--- src/rtl/fir_out_pkg.sv ---
// Shared types and helpers for the FIR output serializer.
package fir_out_pkg;

  localparam int DEF_OUT_W = 16;
  localparam logic signed [15:0] SAT_MAX = 16'sh7FFF;
  localparam logic signed [15:0] SAT_MIN = 16'sh8000;

  // Serializer frame states
  typedef enum logic [1:0] {
    ST_IDLE  = 2'd0,
    ST_SYNC  = 2'd1,
    ST_SHIFT = 2'd2
  } state_t;

  // Round-half-up then saturate a 32-bit sample to 16 bits after a right shift
  function automatic logic [15:0] sat_round(input logic signed [31:0] din, input int shift);
    logic signed [32:0] sum;
    logic signed [32:0] q;
    sum = $signed({din[31], din}) + (33'sd1 <<< (shift - 1));
    q   = sum >>> shift;
    if (q > 33'sd32767)
      return SAT_MAX;
    else if (q < -33'sd32768)
      return SAT_MIN;
    else
      return q[15:0];
  endfunction

endpackage

--- src/rtl/sample_fifo.sv ---
// Synchronous FIFO with occupancy count and registered full/empty flags.
// Handshake: a push is taken only while full is low, a pop only while empty
// is low; both flags come from registered state, so a same-cycle pop never
// reopens a full FIFO and a same-cycle push never makes an empty one poppable.
module sample_fifo #(
  parameter int W     = 16,
  parameter int DEPTH = 8,
  parameter int LVL_W = $clog2(DEPTH) + 1
) (
  input  logic             clk,
  input  logic             rst,
  input  logic             push,
  input  logic [W-1:0]     push_data,
  input  logic             pop,
  output logic [W-1:0]     pop_data,
  output logic             full,
  output logic             empty,
  output logic [LVL_W-1:0] count
);

  localparam int AW = $clog2(DEPTH);

  logic [W-1:0]     mem [DEPTH];
  logic [AW-1:0]    wr_ptr;
  logic [AW-1:0]    rd_ptr;
  logic [LVL_W-1:0] count_nx;
  logic             do_push;
  logic             do_pop;

  assign do_push  = push && !full;
  assign do_pop   = pop && !empty;
  assign pop_data = mem[rd_ptr];

  // Next occupancy from the accepted push/pop pair
  always_comb begin
    count_nx = count;
    if (do_push && !do_pop)
      count_nx = count + 1'b1;
    else if (!do_push && do_pop)
      count_nx = count - 1'b1;
  end

  // Storage array write port
  always_ff @(posedge clk) begin
    if (do_push)
      mem[wr_ptr] <= push_data;
  end

  // Pointers, count and flags
  always_ff @(posedge clk or posedge rst) begin
    if (rst) begin
      wr_ptr <= '0;
      rd_ptr <= '0;
      count  <= '0;
      full   <= 1'b0;
      empty  <= 1'b1;
    end else begin
      if (do_push)
        wr_ptr <= wr_ptr + 1'b1;
      if (do_pop)
        rd_ptr <= rd_ptr + 1'b1;
      count <= count_nx;
      full  <= (count_nx == LVL_W'(DEPTH));
      empty <= (count_nx == '0);
    end
  end

endmodule

--- src/rtl/fir_sample_serializer.sv ---
// FIR output stage: round/saturate to 16 bits, buffer, and send as serial PCM
// frames (one fsync bit period, then data MSB first).
module fir_sample_serializer
  import fir_out_pkg::*;
#(
  parameter int IN_W       = 32,
  parameter int OUT_W      = DEF_OUT_W,
  parameter int SHIFT      = 16,
  parameter int FIFO_DEPTH = 8,
  parameter int CLK_DIV    = 4
) (
  input  logic                          clk,
  input  logic                          rst,
  input  logic                          in_valid,
  input  logic [IN_W-1:0]               in_data,
  output logic                          in_ready,
  input  logic                          clr_flags,
  output logic                          overflow,
  output logic [$clog2(FIFO_DEPTH):0]   fifo_level,
  output logic                          sclk,
  output logic                          fsync,
  output logic                          sdata
);

  localparam int LVL_W = $clog2(FIFO_DEPTH) + 1;
  localparam int CW    = $clog2(CLK_DIV);
  localparam int BW    = $clog2(OUT_W);

  localparam logic signed [IN_W:0] RND   = (IN_W + 1)'(1) << (SHIFT - 1);
  localparam logic signed [IN_W:0] Q_MAX = (IN_W + 1)'((2 ** (OUT_W - 1)) - 1);
  localparam logic signed [IN_W:0] Q_MIN = (IN_W + 1)'(-(2 ** (OUT_W - 1)));

  logic signed [IN_W:0] sum;
  logic signed [IN_W:0] q;
  logic [OUT_W-1:0]     conv;

  logic [OUT_W-1:0]     pop_data;
  logic                 full;
  logic                 empty;
  logic                 pop_req;

  logic [CW-1:0]        cnt;
  logic [CW-1:0]        cnt_nx;
  logic                 bit_tick;

  state_t               state;
  logic [OUT_W-1:0]     shreg;
  logic [BW-1:0]        bit_cnt;

  // Widen by one bit so adding the rounding constant cannot wrap
  assign sum = $signed({in_data[IN_W-1], in_data}) + RND;
  assign q   = sum >>> SHIFT;

  // Clamp the shifted value to the signed output range
  always_comb begin
    conv = q[OUT_W-1:0];
    if (q > Q_MAX)
      conv = {1'b0, {(OUT_W - 1){1'b1}}};
    else if (q < Q_MIN)
      conv = {1'b1, {(OUT_W - 1){1'b0}}};
  end

  sample_fifo #(
    .W     (OUT_W),
    .DEPTH (FIFO_DEPTH),
    .LVL_W (LVL_W)
  ) u_fifo (
    .clk       (clk),
    .rst       (rst),
    .push      (in_valid),
    .push_data (conv),
    .pop       (pop_req),
    .pop_data  (pop_data),
    .full      (full),
    .empty     (empty),
    .count     (fifo_level)
  );

  assign in_ready = !full;

  // Sticky drop flag; a drop in the same cycle as a clear keeps it set
  always_ff @(posedge clk or posedge rst) begin
    if (rst)
      overflow <= 1'b0;
    else if (in_valid && full)
      overflow <= 1'b1;
    else if (clr_flags)
      overflow <= 1'b0;
  end

  assign bit_tick = (cnt == CW'(CLK_DIV - 1));
  assign cnt_nx   = bit_tick ? '0 : cnt + 1'b1;

  // Free-running bit timer; sclk tracks the upper half of the period
  always_ff @(posedge clk or posedge rst) begin
    if (rst) begin
      cnt  <= '0;
      sclk <= 1'b0;
    end else begin
      cnt  <= cnt_nx;
      sclk <= (cnt_nx >= CW'(CLK_DIV / 2));
    end
  end

  // Fetch a new frame from idle, or right after the LSB period of a frame
  assign pop_req = bit_tick && !empty &&
                   ((state == ST_IDLE) || ((state == ST_SHIFT) && (bit_cnt == '0)));

  // Frame sequencer: all outputs change on bit_tick only
  always_ff @(posedge clk or posedge rst) begin
    if (rst) begin
      state   <= ST_IDLE;
      shreg   <= '0;
      bit_cnt <= '0;
      fsync   <= 1'b0;
      sdata   <= 1'b0;
    end else if (bit_tick) begin
      case (state)
        ST_IDLE: begin
          sdata <= 1'b0;
          if (pop_req) begin
            shreg <= pop_data;
            fsync <= 1'b1;
            state <= ST_SYNC;
          end else begin
            fsync <= 1'b0;
          end
        end
        ST_SYNC: begin
          fsync   <= 1'b0;
          sdata   <= shreg[OUT_W-1];
          bit_cnt <= BW'(OUT_W - 1);
          state   <= ST_SHIFT;
        end
        ST_SHIFT: begin
          if (bit_cnt == '0) begin
            sdata <= 1'b0;
            if (pop_req) begin
              shreg <= pop_data;
              fsync <= 1'b1;
              state <= ST_SYNC;
            end else begin
              state <= ST_IDLE;
            end
          end else begin
            shreg   <= shreg << 1;
            sdata   <= shreg[OUT_W-2];
            bit_cnt <= bit_cnt - 1'b1;
          end
        end
        default: begin
          state <= ST_IDLE;
          fsync <= 1'b0;
          sdata <= 1'b0;
        end
      endcase
    end
  end

endmodule

--- config.mk ---
export PLATFORM = sky130hd
export DESIGN_NAME = fir_sample_serializer
export DESIGN_NICKNAME = d
export VERILOG_FILES = /design/src/rtl/fir_out_pkg.sv /design/src/rtl/sample_fifo.sv /design/src/rtl/fir_sample_serializer.sv
export SDC_FILE = /design/constraint.sdc
export NUM_CORES = 1
export LEC_CHECK = 0
export ABC_AREA = 1
export CAP_MARGIN = 15
export CORE_MARGIN = 2
export CORE_UTILIZATION = 54
export CTS_BUF_LIST = sky130_fd_sc_hd__clkbuf_4
export CTS_CLUSTER_SIZE = 25
export DETAILED_ROUTE_END_ITERATION = 7
export PLACE_DENSITY = 0.76
export SYNTH_ARGS = -nofsm -noshare
export SYNTH_HDL_FRONTEND = slang
export SYNTH_SLANG_ARGS = --single-unit
--- constraint.sdc ---
create_clock -name clk -period 1.9 [get_ports clk]
set_input_delay 0.38 -clock clk [delete_from_list [all_inputs] [get_ports clk]]
set_output_delay 0.38 -clock clk [all_outputs]
set_load 0.02 [all_outputs]
==> results.md <==
- Vias in the first global route: 5421
- Crit path arrival time: 2.35 ns
- Root Buffer: clkbuf_4
- Setup TNS: 0 ns
- Post-route cell area: 0.00912 mm2
- Synthesized-area fraction occupied by xor and xnor cells: 2.29%
- Die X: 123 um
- Fmax: 543 MHz
- Post-DRT Antenna Nets: 0
- Row count: 43
- CTS Buf Count: 17
- Leakage power: 0.00352 uW
- Grt met3 use: 4.70%
- Post-Syn Instances: 728
- M1 GR Usage: 30.6%
- Ys async rst share: 23.4%
- Max-cap viol count: 0
- Global Route Usage Sum: 23.5%
- Placed wire-length estimate: 11200 um
- Simple-Gate Fraction of Synth Area: 18.2%
- 1st-pass router iterations: 7
- Die Span Y: 123 um
- # fillers: 1037
- Wirelength per Cell: 16.6 um
- Clk sink count: 167
- Non-Filler Instances: 1021
- Worst-path cell chain: inv_1 -> ha_2 -> inv_2 -> a21oi_2 -> clkinvlp_4 -> buf_4 -> a21oi_1
- Status: finished, final reports clean
- Worst Setup End Kind: flop
- Overflow after GRT: 0
- Main combinational cell family by area after synthesis: simple AND/OR/NAND/NOR gates
- Synth Area in Adders: 2.13%
- Final Wtd Congestion: 0.901
- Synthesis-to-finish area growth: 19.5%
- Slowest cell on the critical path: dfrtp_1
- Fin util: 66.0%
- Ports: 45
- Layout cells sized above 1: 18.7%
- Post-DP Area: 0.00874 mm2
- Post-synthesis compound-gate area fraction: 10.4%
- RSZ-0062 raised after global routing: true
- Yosys synthesis warning count: 0
- Register area share after synthesis: 63.1%
- Placed Cells: 983
- Startpoint Class: flop
- Buffers on Ports: 29
- GR peak layer: met2
- Initial core utilization: 55.2%
- Vias post-DR: 5738
- Initial DRC count: 646
- Hold Crit Class: in2async
- Worst path max stage delay: 0.42 ns
- Synth Cell Area: 0.00763 mm2
- CTS tree: yes
- CP Class: reg2reg
- Final hold violations: 0
- Power per cell area: 1250 mW/mm2
- Final setup violation count: 0
- Slew Limit Fails: 0
- Clock skew: 0.0154 ns
- Final WL: 17000 um
- Mapped Nets: 777
- CTS max path bufs: 2
- Met2 Track Usage GR: 38.7%
- Post-synthesis cell type count: 40
- H-tree depth: 4
- Most used flip-flop cell after synthesis: edfxtp_1
- Detailed-route DRC error count: 0
- Vias per cell: 5.62
- EDFF count, synth: 128
- First-pass GRT wire length: 26800 um
- Mux cell area share after synthesis: 0%
- Worst-path clk slew: 0.15 ns
- CP max FO: 14
- Worst skew pair latency: 0.57 ns
- Die area: 0.0151 mm2
- Core region area: 0.0138 mm2
- CP required: 2.41 ns
- Pin count of the biggest net entering global routing: 66
- Seq cells post-synth: 167
- Final worst path period need: 1.84 ns
- CTS Hold Bufs: 0
- Slew headroom: 67.2%
- Synth Area per Inst: 10.5 um2
- Hold Slack: 0.139 ns
- Final Cycle Share: 96.8%
- Slew at the pin with the worst max-slew slack: 0.487 ns
- Final #Nets: 876
- Worst VDD drop: 0.000458 V
- Initial antenna violation count: 1
-- area by class of cell --
cell class / instances / area [um2] / area share, %
flip-flops and latches: 167 / 4820 / 52.9
diodes: 1 / 2.50 / 0.0274
multi-input cells: 491 / 2580 / 28.3
repair buffers: 112 / 1060 / 11.7
clock buffers: 17 / 128 / 1.40
clock inverters: 15 / 155 / 1.70
inverters: 38 / 146 / 1.61
well taps: 180 / 225 / 2.47
-- metrics by stage --
stage	total power, uW	setup slack, ns
6_report	11400	0.0600
5_1_grt	12100	-0.0281
4_1_cts	11300	0.0156
3_5_place_dp	9360	-0.608
3_3_place_gp	9160	-0.494
2_1_floorplan	7900	-0.211
-- final timing paths --
path	start	to	slack, ns	cells past startpoint
worst min-delay path	rst	u_fifo.count[1]$_DFF_PP0_	0.14	3
max in group asynchronous	rst	u_fifo.empty$_DFF_PP1_	1.48	3
worst max-delay path	state[0]$_DFFE_PP0P_	shreg[9]$_DFFE_PP0P_	0.06	7
worst max register to register	state[0]$_DFFE_PP0P_	shreg[9]$_DFFE_PP0P_	0.06	7
worst min register to register	cnt[0]$_DFF_PP0_	cnt[0]$_DFF_PP0_	0.44	1
min in group clk	clr_flags	overflow$_DFFE_PP0P_	0.38	2
-- power breakdown --
part / switching, uW / internal (uW) / total (uW)
Combinational: 2640 / 1590 / 4230
Sequential: 394 / 4740 / 5140
Clock: 1400 / 603 / 2000
-- state kept, by name, indices dropped and copies added (netlist names), 2 cells and up --
signal and cells:
shreg 16, u_fifo.count 4, bit_cnt 4, state 2
u_fifo.mem 128, cnt 2, u_fifo.rd_ptr 3, u_fifo.wr_ptr 3
-- critical path, delay by kind of cell (launching register included) --
kind | cells | cell delay (ns)
compound gates | 2 | 0.55
buf+inv | 4 | 0.57
flops | 1 | 0.42
fa+ha+maj | 1 | 0.24
-- cell families after synthesis --
logic type                 after synthesis
adders and majority gates               13
AOI/OAI and AO/OA                      138
and+or+nand+nor                        320
DFF                                    167
xor gates and xnor gates                20
buffers and inverters                   70
-- placed cells by master, fill, tap and decap left out, types with 2 or more instances in the layout --
cell	netlist	final
clkdlybuf4s50_1	0	20
inv_1	34	32
clkinv_4	0	3
inv_6	0	4
a21oi_2	1	2
nor2_4	3	3
inv_8	0	5
or2_2	7	7
dlygate4sd2_1	0	9
nand4_1	6	6
o211ai_1	27	27
nor2_1	115	111
o21ai_2	2	2
or2_0	2	2
nand3_2	2	3
o21ai_1	1	3
o22ai_1	4	4
nand3_1	49	48
buf_12	0	13
edfxtp_1	128	128
nand2_4	1	2
nand2_2	2	5
clkbuf_4	0	17
a21oi_1	22	21
xnor2_1	5	5
dfrtp_1	38	38
ha_2	0	3
inv_2	3	4
buf_4	0	70
nor3_1	3	2
clkinv_8	0	2
xor2_1	15	15
nor2_2	0	4
nand2_1	121	117
o21ai_0	77	75
or2_1	5	5
ha_1	13	9
-- synthesized netlist by cell type (all sizes together) (4+ instances only) --
library cell | number | area share [%]
o22ai | 4 | 0.33
clkbuf | 14 | 0.69
nor3 | 4 | 0.41
xnor2 | 5 | 0.57
o211ai | 27 | 2.7
dfrtp | 38 | 12
nor2 | 118 | 6.1
edfxtp | 128 | 50
nand3 | 51 | 3.5
xor2 | 15 | 1.7
a21oi | 24 | 1.8
nand2 | 124 | 6.3
or2 | 14 | 1.1
inv | 37 | 1.8
ha | 13 | 2.1
nand4 | 6 | 0.49
o21ai | 80 | 5.3
buf | 18 | 1.3
-- metal layers --
| layer | share of wire (%) | routed length (um) |
|---|---|---|
| met1 | 41 | 7040 |
| met2 | 49 | 8370 |
| met3 | 6.8 | 1160 |
| met4 | 2.4 | 409 |
| met5 | 0 | 0 |
-- what timing repair did --
item	4_1_cts	5_1_grt
pin swaps	0	1
setup endpoints to repair	20	63
buffers inserted	0	5
gates resized for setup	12	17
gates cloned	0	0
(Power assumes the default switching activity.)
